<file path="config.mk">
export PLATFORM = sky130hd
export DESIGN_NAME = hs_burst_source
export DESIGN_NICKNAME = d
export VERILOG_FILES = /design/src/rtl/hs_burst_source.sv
export SDC_FILE = /design/constraint.sdc
export NUM_CORES = 1
export LEC_CHECK = 0
export CAP_MARGIN = 20
export CORE_ASPECT_RATIO = 0.5
export CORE_MARGIN = 5
export CORE_UTILIZATION = 52
export DETAILED_ROUTE_END_ITERATION = 8
export GPL_TIMING_DRIVEN = 1
export PLACE_DENSITY = 0.75
export REMOVE_ABC_BUFFERS = 1
export SLEW_MARGIN = 20
export SYNTH_ARGS = -nofsm -noshare
export SYNTH_HDL_FRONTEND = slang
export SYNTH_SLANG_ARGS = --single-unit
</file>
<file path="constraint.sdc">
create_clock -name clk -period 2.53 [get_ports clk]
set_input_delay 0.506 -clock clk [delete_from_list [all_inputs] [get_ports clk]]
set_output_delay 0.506 -clock clk [all_outputs]
set_load 0.01 [all_outputs]
</file>
<file path="src/rtl/hs_burst_source.sv">
// Valid/ready burst generator: on start, emits len LFSR words beginning at SEED,
// honouring the handshake hold rule and an optional idle gap between beats.
module hs_burst_source #(
  parameter int unsigned WORD_WIDTH = 8,
  parameter int unsigned LEN_WIDTH  = 8,
  parameter logic [WORD_WIDTH-1:0] SEED = 8'hA5
) (
  input  logic                  clk,
  input  logic                  rst,
  input  logic                  start,
  input  logic [LEN_WIDTH-1:0]  len,
  input  logic [3:0]            gap,
  input  logic                  down_ready,
  output logic                  down_valid,
  output logic [WORD_WIDTH-1:0] down_data,
  output logic                  busy,
  output logic                  done,
  output logic [LEN_WIDTH-1:0]  beat_cnt
);

  typedef enum logic [1:0] {
    IDLE = 2'd0,
    SEND = 2'd1,
    GAP  = 2'd2
  } state_t;

  state_t                state, state_nxt;
  logic [LEN_WIDTH-1:0]  len_q, len_nxt;
  logic [3:0]            gap_q, gap_nxt;
  logic [3:0]            gap_cnt, gap_cnt_nxt;
  logic                  valid_nxt;
  logic [WORD_WIDTH-1:0] data_nxt;
  logic                  done_nxt;
  logic [LEN_WIDTH-1:0]  cnt_nxt;
  logic                  accept_c;
  logic                  last_c;
  logic [WORD_WIDTH-1:0] lfsr_c;

  assign accept_c = down_valid && down_ready;
  assign last_c   = (LEN_WIDTH'(beat_cnt + 1'b1) == len_q);
  // Fibonacci LFSR step, taps 7,5,4,3
  assign lfsr_c   = {down_data[WORD_WIDTH-2:0],
                     down_data[7] ^ down_data[5] ^ down_data[4] ^ down_data[3]};

  // State register
  always_ff @(posedge clk or posedge rst) begin
    if (rst) state <= IDLE;
    else     state <= state_nxt;
  end

  // Next-state logic
  always_comb begin
    state_nxt = state;
    case (state)
      IDLE: if (start && (len != '0)) state_nxt = SEND;
      SEND: begin
        if (accept_c) begin
          if (last_c)              state_nxt = IDLE;
          else if (gap_q != 4'd0)  state_nxt = GAP;
        end
      end
      GAP:  if (gap_cnt <= 4'd1) state_nxt = SEND;
      default: state_nxt = IDLE;
    endcase
  end

  // Next values for the registered outputs and burst context
  always_comb begin
    valid_nxt   = down_valid;
    data_nxt    = down_data;
    done_nxt    = 1'b0;
    cnt_nxt     = beat_cnt;
    len_nxt     = len_q;
    gap_nxt     = gap_q;
    gap_cnt_nxt = gap_cnt;
    case (state)
      IDLE: begin
        if (start) begin
          cnt_nxt = '0;
          if (len != '0) begin
            len_nxt   = len;
            gap_nxt   = gap;
            data_nxt  = SEED;
            valid_nxt = 1'b1;
          end else begin
            done_nxt  = 1'b1;
          end
        end
      end
      SEND: begin
        if (accept_c) begin
          cnt_nxt = LEN_WIDTH'(beat_cnt + 1'b1);
          if (last_c) begin
            valid_nxt = 1'b0;
            done_nxt  = 1'b1;
          end else begin
            data_nxt = lfsr_c;
            if (gap_q != 4'd0) begin
              valid_nxt   = 1'b0;
              gap_cnt_nxt = gap_q;
            end
          end
        end
      end
      GAP: begin
        if (gap_cnt <= 4'd1) valid_nxt   = 1'b1;
        else                 gap_cnt_nxt = 4'(gap_cnt - 4'd1);
      end
      default: valid_nxt = 1'b0;
    endcase
  end

  // Output and context registers
  always_ff @(posedge clk or posedge rst) begin
    if (rst) begin
      down_valid <= 1'b0;
      down_data  <= '0;
      busy       <= 1'b0;
      done       <= 1'b0;
      beat_cnt   <= '0;
      len_q      <= '0;
      gap_q      <= '0;
      gap_cnt    <= '0;
    end else begin
      down_valid <= valid_nxt;
      down_data  <= data_nxt;
      busy       <= (state_nxt != IDLE);
      done       <= done_nxt;
      beat_cnt   <= cnt_nxt;
      len_q      <= len_nxt;
      gap_q      <= gap_nxt;
      gap_cnt    <= gap_cnt_nxt;
    end
  end

endmodule

</file>
==> flow_summary.json, run 1 <==
{
  "synthCells": 198,
  "seq_area_sq_um": 926,
  "crit_arrival_ps": 2500,
  "syn_area_per_cell_sq_um": 9.98,
  "slew_viol_final": 0,
  "cts_tree": "yes",
  "fillers": 275,
  "hpwl_um": 3410,
  "drtPass1Iterations": 4,
  "hold_buffers": 0,
  "core_sq_mm": 0.00355,
  "yosysSeqAreaShare_pct": 46.9,
  "rsz0062_at_grt": "false",
  "num_io_pins": 35,
  "max_cap_violations": 0,
  "period_minus_slack_ps": 2330,
  "dp.cells": 288,
  "root_buffer": "clkbuf_8",
  "setup_viol": 0,
  "ys_seq_elements": 37,
  "grt_usage_pct": 19.4,
  "multi_input_area_sq_um": 987,
  "drc": 0,
  "drt_wl_total_um": 4630,
  "maxSlewHeadroom_pct": 69.1,
  "place.gp.congestion": 0.877,
  "die_area_sq_mm": 0.00521,
  "antenna_left": 0,
  "setup.worst_path.class": "register to register",
  "cts_resized": 0,
  "yosys.area.top_type": "dfrtp_1",
  "die_w_um": 97.2,
  "critPathMaxFanout": 8,
  "start_util_pct": 55.7,
  "yosys_warnings": 0,
  "drive_above_1_share_pct": 14.8,
  "status": "finished, final reports clean",
  "syn_area_sq_mm": 0.00198,
  "drt-initial-drc-count": 121,
  "fin_ws_ps": 201,
  "min_path_type": "register to register",
  "antenna_cells": 0,
  "drt-wirelength-per-cell_um": 15.7,
  "grt_start_max_net_pins": 38,
  "vias": 1722,
  "p_leak_nw": 1.13,
  "grt_pass1_wl_um": 7780,
  "synth_cell_types": 45,
  "fin_crit_sh_pct": 92.0,
  "clock_latency_ps": 290,
  "grt_overflow_total": 0,
  "setup_tns_ps": 0,
  "hold_viol_final": 0,
  "tightest_slew_ps": 459,
  "post_cts_buffers": 0,
  "die_h_um": 53.6,
  "layout.nets": 263,
  "clock-skew-final_ps": 3.86,
  "cts_made_buffers": 5,
  "p_total_mw": 1.05,
  "viasPerCell": 5.84,
  "place_ws_ps": 166,
  "yosysTopAreaCellShare_pct": 46.9,
  "row_count": 15,
  "required_ps": 2700,
  "finalNonFillerCells": 295,
  "port_buffers": 34,
  "cts.path.max_buffers": 2,
  "synth.top_cells.by_area": "dfrtp_1, mux2_2, o21ai_0",
  "clk_pin_slew_worst_paths_ps": 70,
  "grt_pass1_vias": 1612,
  "ctsHtreeMaxLevel": 2,
  "area_growth_pct": 28.4,
  "endpoint_kind": "register",
  "power_density_mw_per_mm2": 412,
  "fmax_mhz": 429,
  "antenna_found_initial": 0,
  "startpoint_type": "register",
  "ir_worst_vdd_mv": 0.348,
  "utilization_pct": 71.5,
  "clock-sinks": 37
}
[worst max-delay path, cell delays in order (launching register included)]
cell and delay (ps):
dfrtp_1 360, ha_1 290, nand3_4 140, or3_1 410
a211oi_2 270, nand4_2 180, o21a_4 270, mux2_4 290
[flip-flops by register name, indices dropped and copies added, names as in the netlist]
signal      cells
gap_q           4
done            1
busy            1
state           2
len_q           8
gap_cnt         4
down_data       8
beat_cnt        8
down_valid      1
[synthesized netlist by cell type, drive strengths merged]
master,count
nor2,14
a22o,1
o21a,6
o211ai,1
nor2b,3
a22oi,2
o221ai,2
a21oi,4
nor3,4
o22a,1
a21o,1
nand4,8
a211o,1
inv,10
dfrtp,37
o41ai,2
mux2i,1
ha,3
nand2,21
a31oi,2
a21boi,2
o22ai,1
and4,1
xnor2,5
nand3,8
xnor3,1
or3,1
a211oi,1
clkbuf,2
nor4,4
o31ai,1
nand3b,1
a2bb2oi,1
buf,4
xor2,5
nand2b,1
a31o,2
and3,2
mux2,13
o21ai,18
[per-stage QoR]
stage / instance area, sq um / hold slack, ps
after floorplan: 1950 / 481
after global placement: 2450 / 504
after detailed placement: 2450 / 513
after CTS: 2540 / 530
after global routing: 2540 / 557
final: 2540 / 526
[cell usage in the layout, fill, tap and decap left out, types with 2 or more instances in the layout]
cell	netlist	final
buf_4	0	10
ha_1	3	3
a31oi_1	2	2
nor2b_1	3	3
a22oi_1	2	2
mux2_2	12	12
o41ai_1	2	2
clkdlybuf4s50_1	0	34
nor3_1	4	4
o21ai_0	18	18
o221ai_1	2	2
inv_1	10	10
nor4_1	4	4
nand4_1	7	7
and3_1	2	2
xor2_1	5	5
nand3_1	7	7
clkbuf_8	0	6
dfrtp_1	37	37
a21oi_1	4	4
o21a_1	5	5
nor2_1	14	14
xnor2_1	5	5
nand2_1	21	21
a21boi_0	2	2
a31o_2	2	2
[per-layer routing]
layer,vias up,GRT usage [%],wire length [um]
met4,0,8.62,87
met3,10,6.99,405
met2,77,28.7,2000
met5,-,0,0
li1,810,-,-
met1,825,26.0,2130
[worst paths after layout]
check / startpoint / to / slack, ps / depth (start not counted)
min: down_data[2] / down_data[2] / 530 / 1
min in group asynchronous: rst / beat_cnt[3] / 630 / 3
max: beat_cnt[1] / down_data[0] / 200 / 7
max in group asynchronous: rst / len_q[1] / 1570 / 3
max reg2reg: beat_cnt[1] / down_data[0] / 200 / 7
min reg2reg: down_data[2] / down_data[2] / 530 / 1
[report_power, final]
part / internal (mW) / switching (mW)
Clock: 0.216 / 0.197
Sequential: 0.591 / 0
Combinational: 0.0230 / 0.0188
Total: 0.830 / 0.216
[final cells by class]
type	count	area share [%]
clock buffers	7	3.40
inverters	10	1.48
multi-input cells	145	38.9
flip-flops and latches	37	36.5
well taps	51	2.52
repair buffers	45	17.2
[cell families after synthesis]
family,after synthesis,share of synthesized area [%]
AO/OA/AOI/OAI,49,16.9
AND/OR/NAND/NOR,68,17.5
XOR/XNOR,11,5.57
buffers and inverters,16,3.17
flip-flops,37,46.9
adder cells (fa/ha/maj),3,1.90
multiplexers,14,8.11
(Power assumes the default switching activity.)
==> inputs of run 2 (changes only) <==
- CORE_ASPECT_RATIO: 0.5 -> default
==> run 2 against run 1 <==
Via count down 3.0%. Die area shrank 1.4%. Highest routed layer unchanged. Combinational power shrank 2%. Final area stayed put.
==> flow_summary.json, run 2 (synthesis gave the netlist of run 1 again) <==
{
  "swShare_pct": 22.0,
  "setup.worst_path.class": "register to register",
  "endpoint_kind": "register",
  "grt_overflow_total": 0,
  "final_common_cell": "dfrtp_1",
  "power_density_mw_per_mm2": 407,
  "status": "finished, final reports clean",
  "die_h_um": 71.6,
  "vias": 1671,
  "seq_area_sq_um": 926,
  "layout.nets": 264,
  "viasPerCell": 5.68,
  "p_total_mw": 1.03,
  "cts_tree": "yes",
  "fillers": 279,
  "grt_start_max_net_pins": 38,
  "stdcell_area_sq_mm": 0.00254,
  "met1_length_um": 1980,
  "grt_pass1_wl_um": 7600,
  "wl_met2_um": 2070,
  "wl_met3_um": 221,
  "regToRegSetupSlack_ps": 210,
  "grt_pass1_vias": 1626,
  "critPathMaxFanout": 9,
  "p_clk_share_pct": 38.8,
  "drtPass1Iterations": 5,
  "die_w_um": 71.6,
  "cts.path.max_buffers": 2,
  "root_buffer": "clkbuf_8",
  "antenna_left": 0,
  "maxSlewHeadroom_pct": 69.2,
  "utilization_pct": 69.3,
  "start_util_pct": 54.0,
  "clock-skew-final_ps": 7.49,
  "core_sq_mm": 0.00366,
  "power_frac_comb_pct": 4.0,
  "clock-sinks": 37,
  "clk_pin_slew_worst_paths_ps": 80,
  "fin_crit_sh_pct": 91.8,
  "slew_viol_final": 0,
  "fmax_mhz": 430,
  "ctsHtreeMaxLevel": 2,
  "grt_usage_pct": 18.8,
  "finalNonFillerCells": 294,
  "cp_slowest_cell": "dfrtp_1",
  "dp.cells": 286,
  "r2r_start": "beat_cnt[2]",
  "hold_viol_final": 0,
  "crit_arrival_ps": 2500,
  "hpwl_um": 3310,
  "multi_input_area_sq_um": 987,
  "crit_chain": "nand3_1 -> nor3_1 -> xnor2_1 -> nand4_2 -> o21a_4 -> mux2_4",
  "port_buffers": 34,
  "drt_wl_total_um": 4320,
  "post_cts_buffers": 0,
  "clock_latency_ps": 290,
  "row_count": 22,
  "drt-initial-drc-count": 91,
  "startpoint": "beat_cnt[2]",
  "drc": 0,
  "num_io_pins": 35,
  "min_path_type": "register to register",
  "p_leak_nw": 1.14,
  "critPathCapture": "down_data[0]",
  "ir_worst_vdd_mv": 0.298,
  "max_cap_violations": 0,
  "cts_made_buffers": 5,
  "drive_above_1_share_pct": 15.4,
  "switchingPower_mw": 0.228,
  "final_cell_mix": "dfrtp_1, clkdlybuf4s50_1, nand2_1",
  "setup_viol": 0,
  "top_regs": "beat_cnt: 8 flops, down_data: 8 flops, len_q: 8 flops",
  "place.gp.congestion": 0.963,
  "cts_resized": 0,
  "r2r-end": "down_data[0]",
  "startpoint_type": "register",
  "critical_path.max_stage_delay_ps": 520,
  "rsz0062_at_grt": "false",
  "required_ps": 2710,
  "area_growth_pct": 28.4,
  "setup_tns_ps": 0,
  "period_minus_slack_ps": 2320,
  "internal_power_mw": 0.805,
  "drt-wirelength-per-cell_um": 14.7,
  "pwr-share-seq_pct": 57.2,
  "antenna_cells": 0,
  "postPlaceCellArea_sq_mm": 0.00245,
  "reg2reg_depth": 6,
  "dr.max_layer_used": "met4",
  "min-delay-start": "down_data[7]",
  "hold_buffers": 0,
  "tightest_slew_ps": 461,
  "die_area_sq_mm": 0.00513,
  "antenna_found_initial": 0
}
run 2: cell type report:
type	count	area share, %
inverters	10	1.48
clock buffers	6	2.86
repair buffers	46	17.5
clock inverters	2	0.395
multi-input cells	145	38.9
well taps	48	2.37
flip-flops and latches	37	36.5
run 2: worst min path at each step:
stage | to | slack, ps | cells past startpoint
2_1_floorplan | len_q[2] | 480 | 1
3_3_place_gp | down_data[2] | 510 | 1
3_5_place_dp | down_data[7] | 530 | 1
4_1_cts | down_data[7] | 540 | 1
5_1_grt | len_q[6] | 560 | 1
6_report | down_data[7] | 540 | 1
run 2: worst max-delay path: cells and delay by family, from the launching register on:
family,cells,cell delay (ps)
compound gates,1,300
xor+xnor,1,210
flops,1,520
mux,1,300
simple gates,3,880
run 2: per-layer routing:
metal,track usage [%],vias up
met3,5.05,8
met4,5.64,0
met1,24.4,803
met5,0,-
met2,30.8,39
li1,-,821
run 2: power groups by stage:
stage	clock (mW)	combinational, mW	sequential, mW
after floorplan	0	0.0110	0.603
after global placement	0	0.0415	0.603
after detailed placement	0	0.0424	0.603
after CTS	0.412	0.0426	0.591
after global routing	0.436	0.0470	0.591
final	0.400	0.0410	0.591
run 2: through the flow:
stage / setup WS [ps] / hold WS, ps
2_1_floorplan: -21.0 / 481
3_3_place_gp: 154 / 511
3_5_place_dp: 114 / 527
4_1_cts: 207 / 545
5_1_grt: 5.03 / 564
6_report: 206 / 536
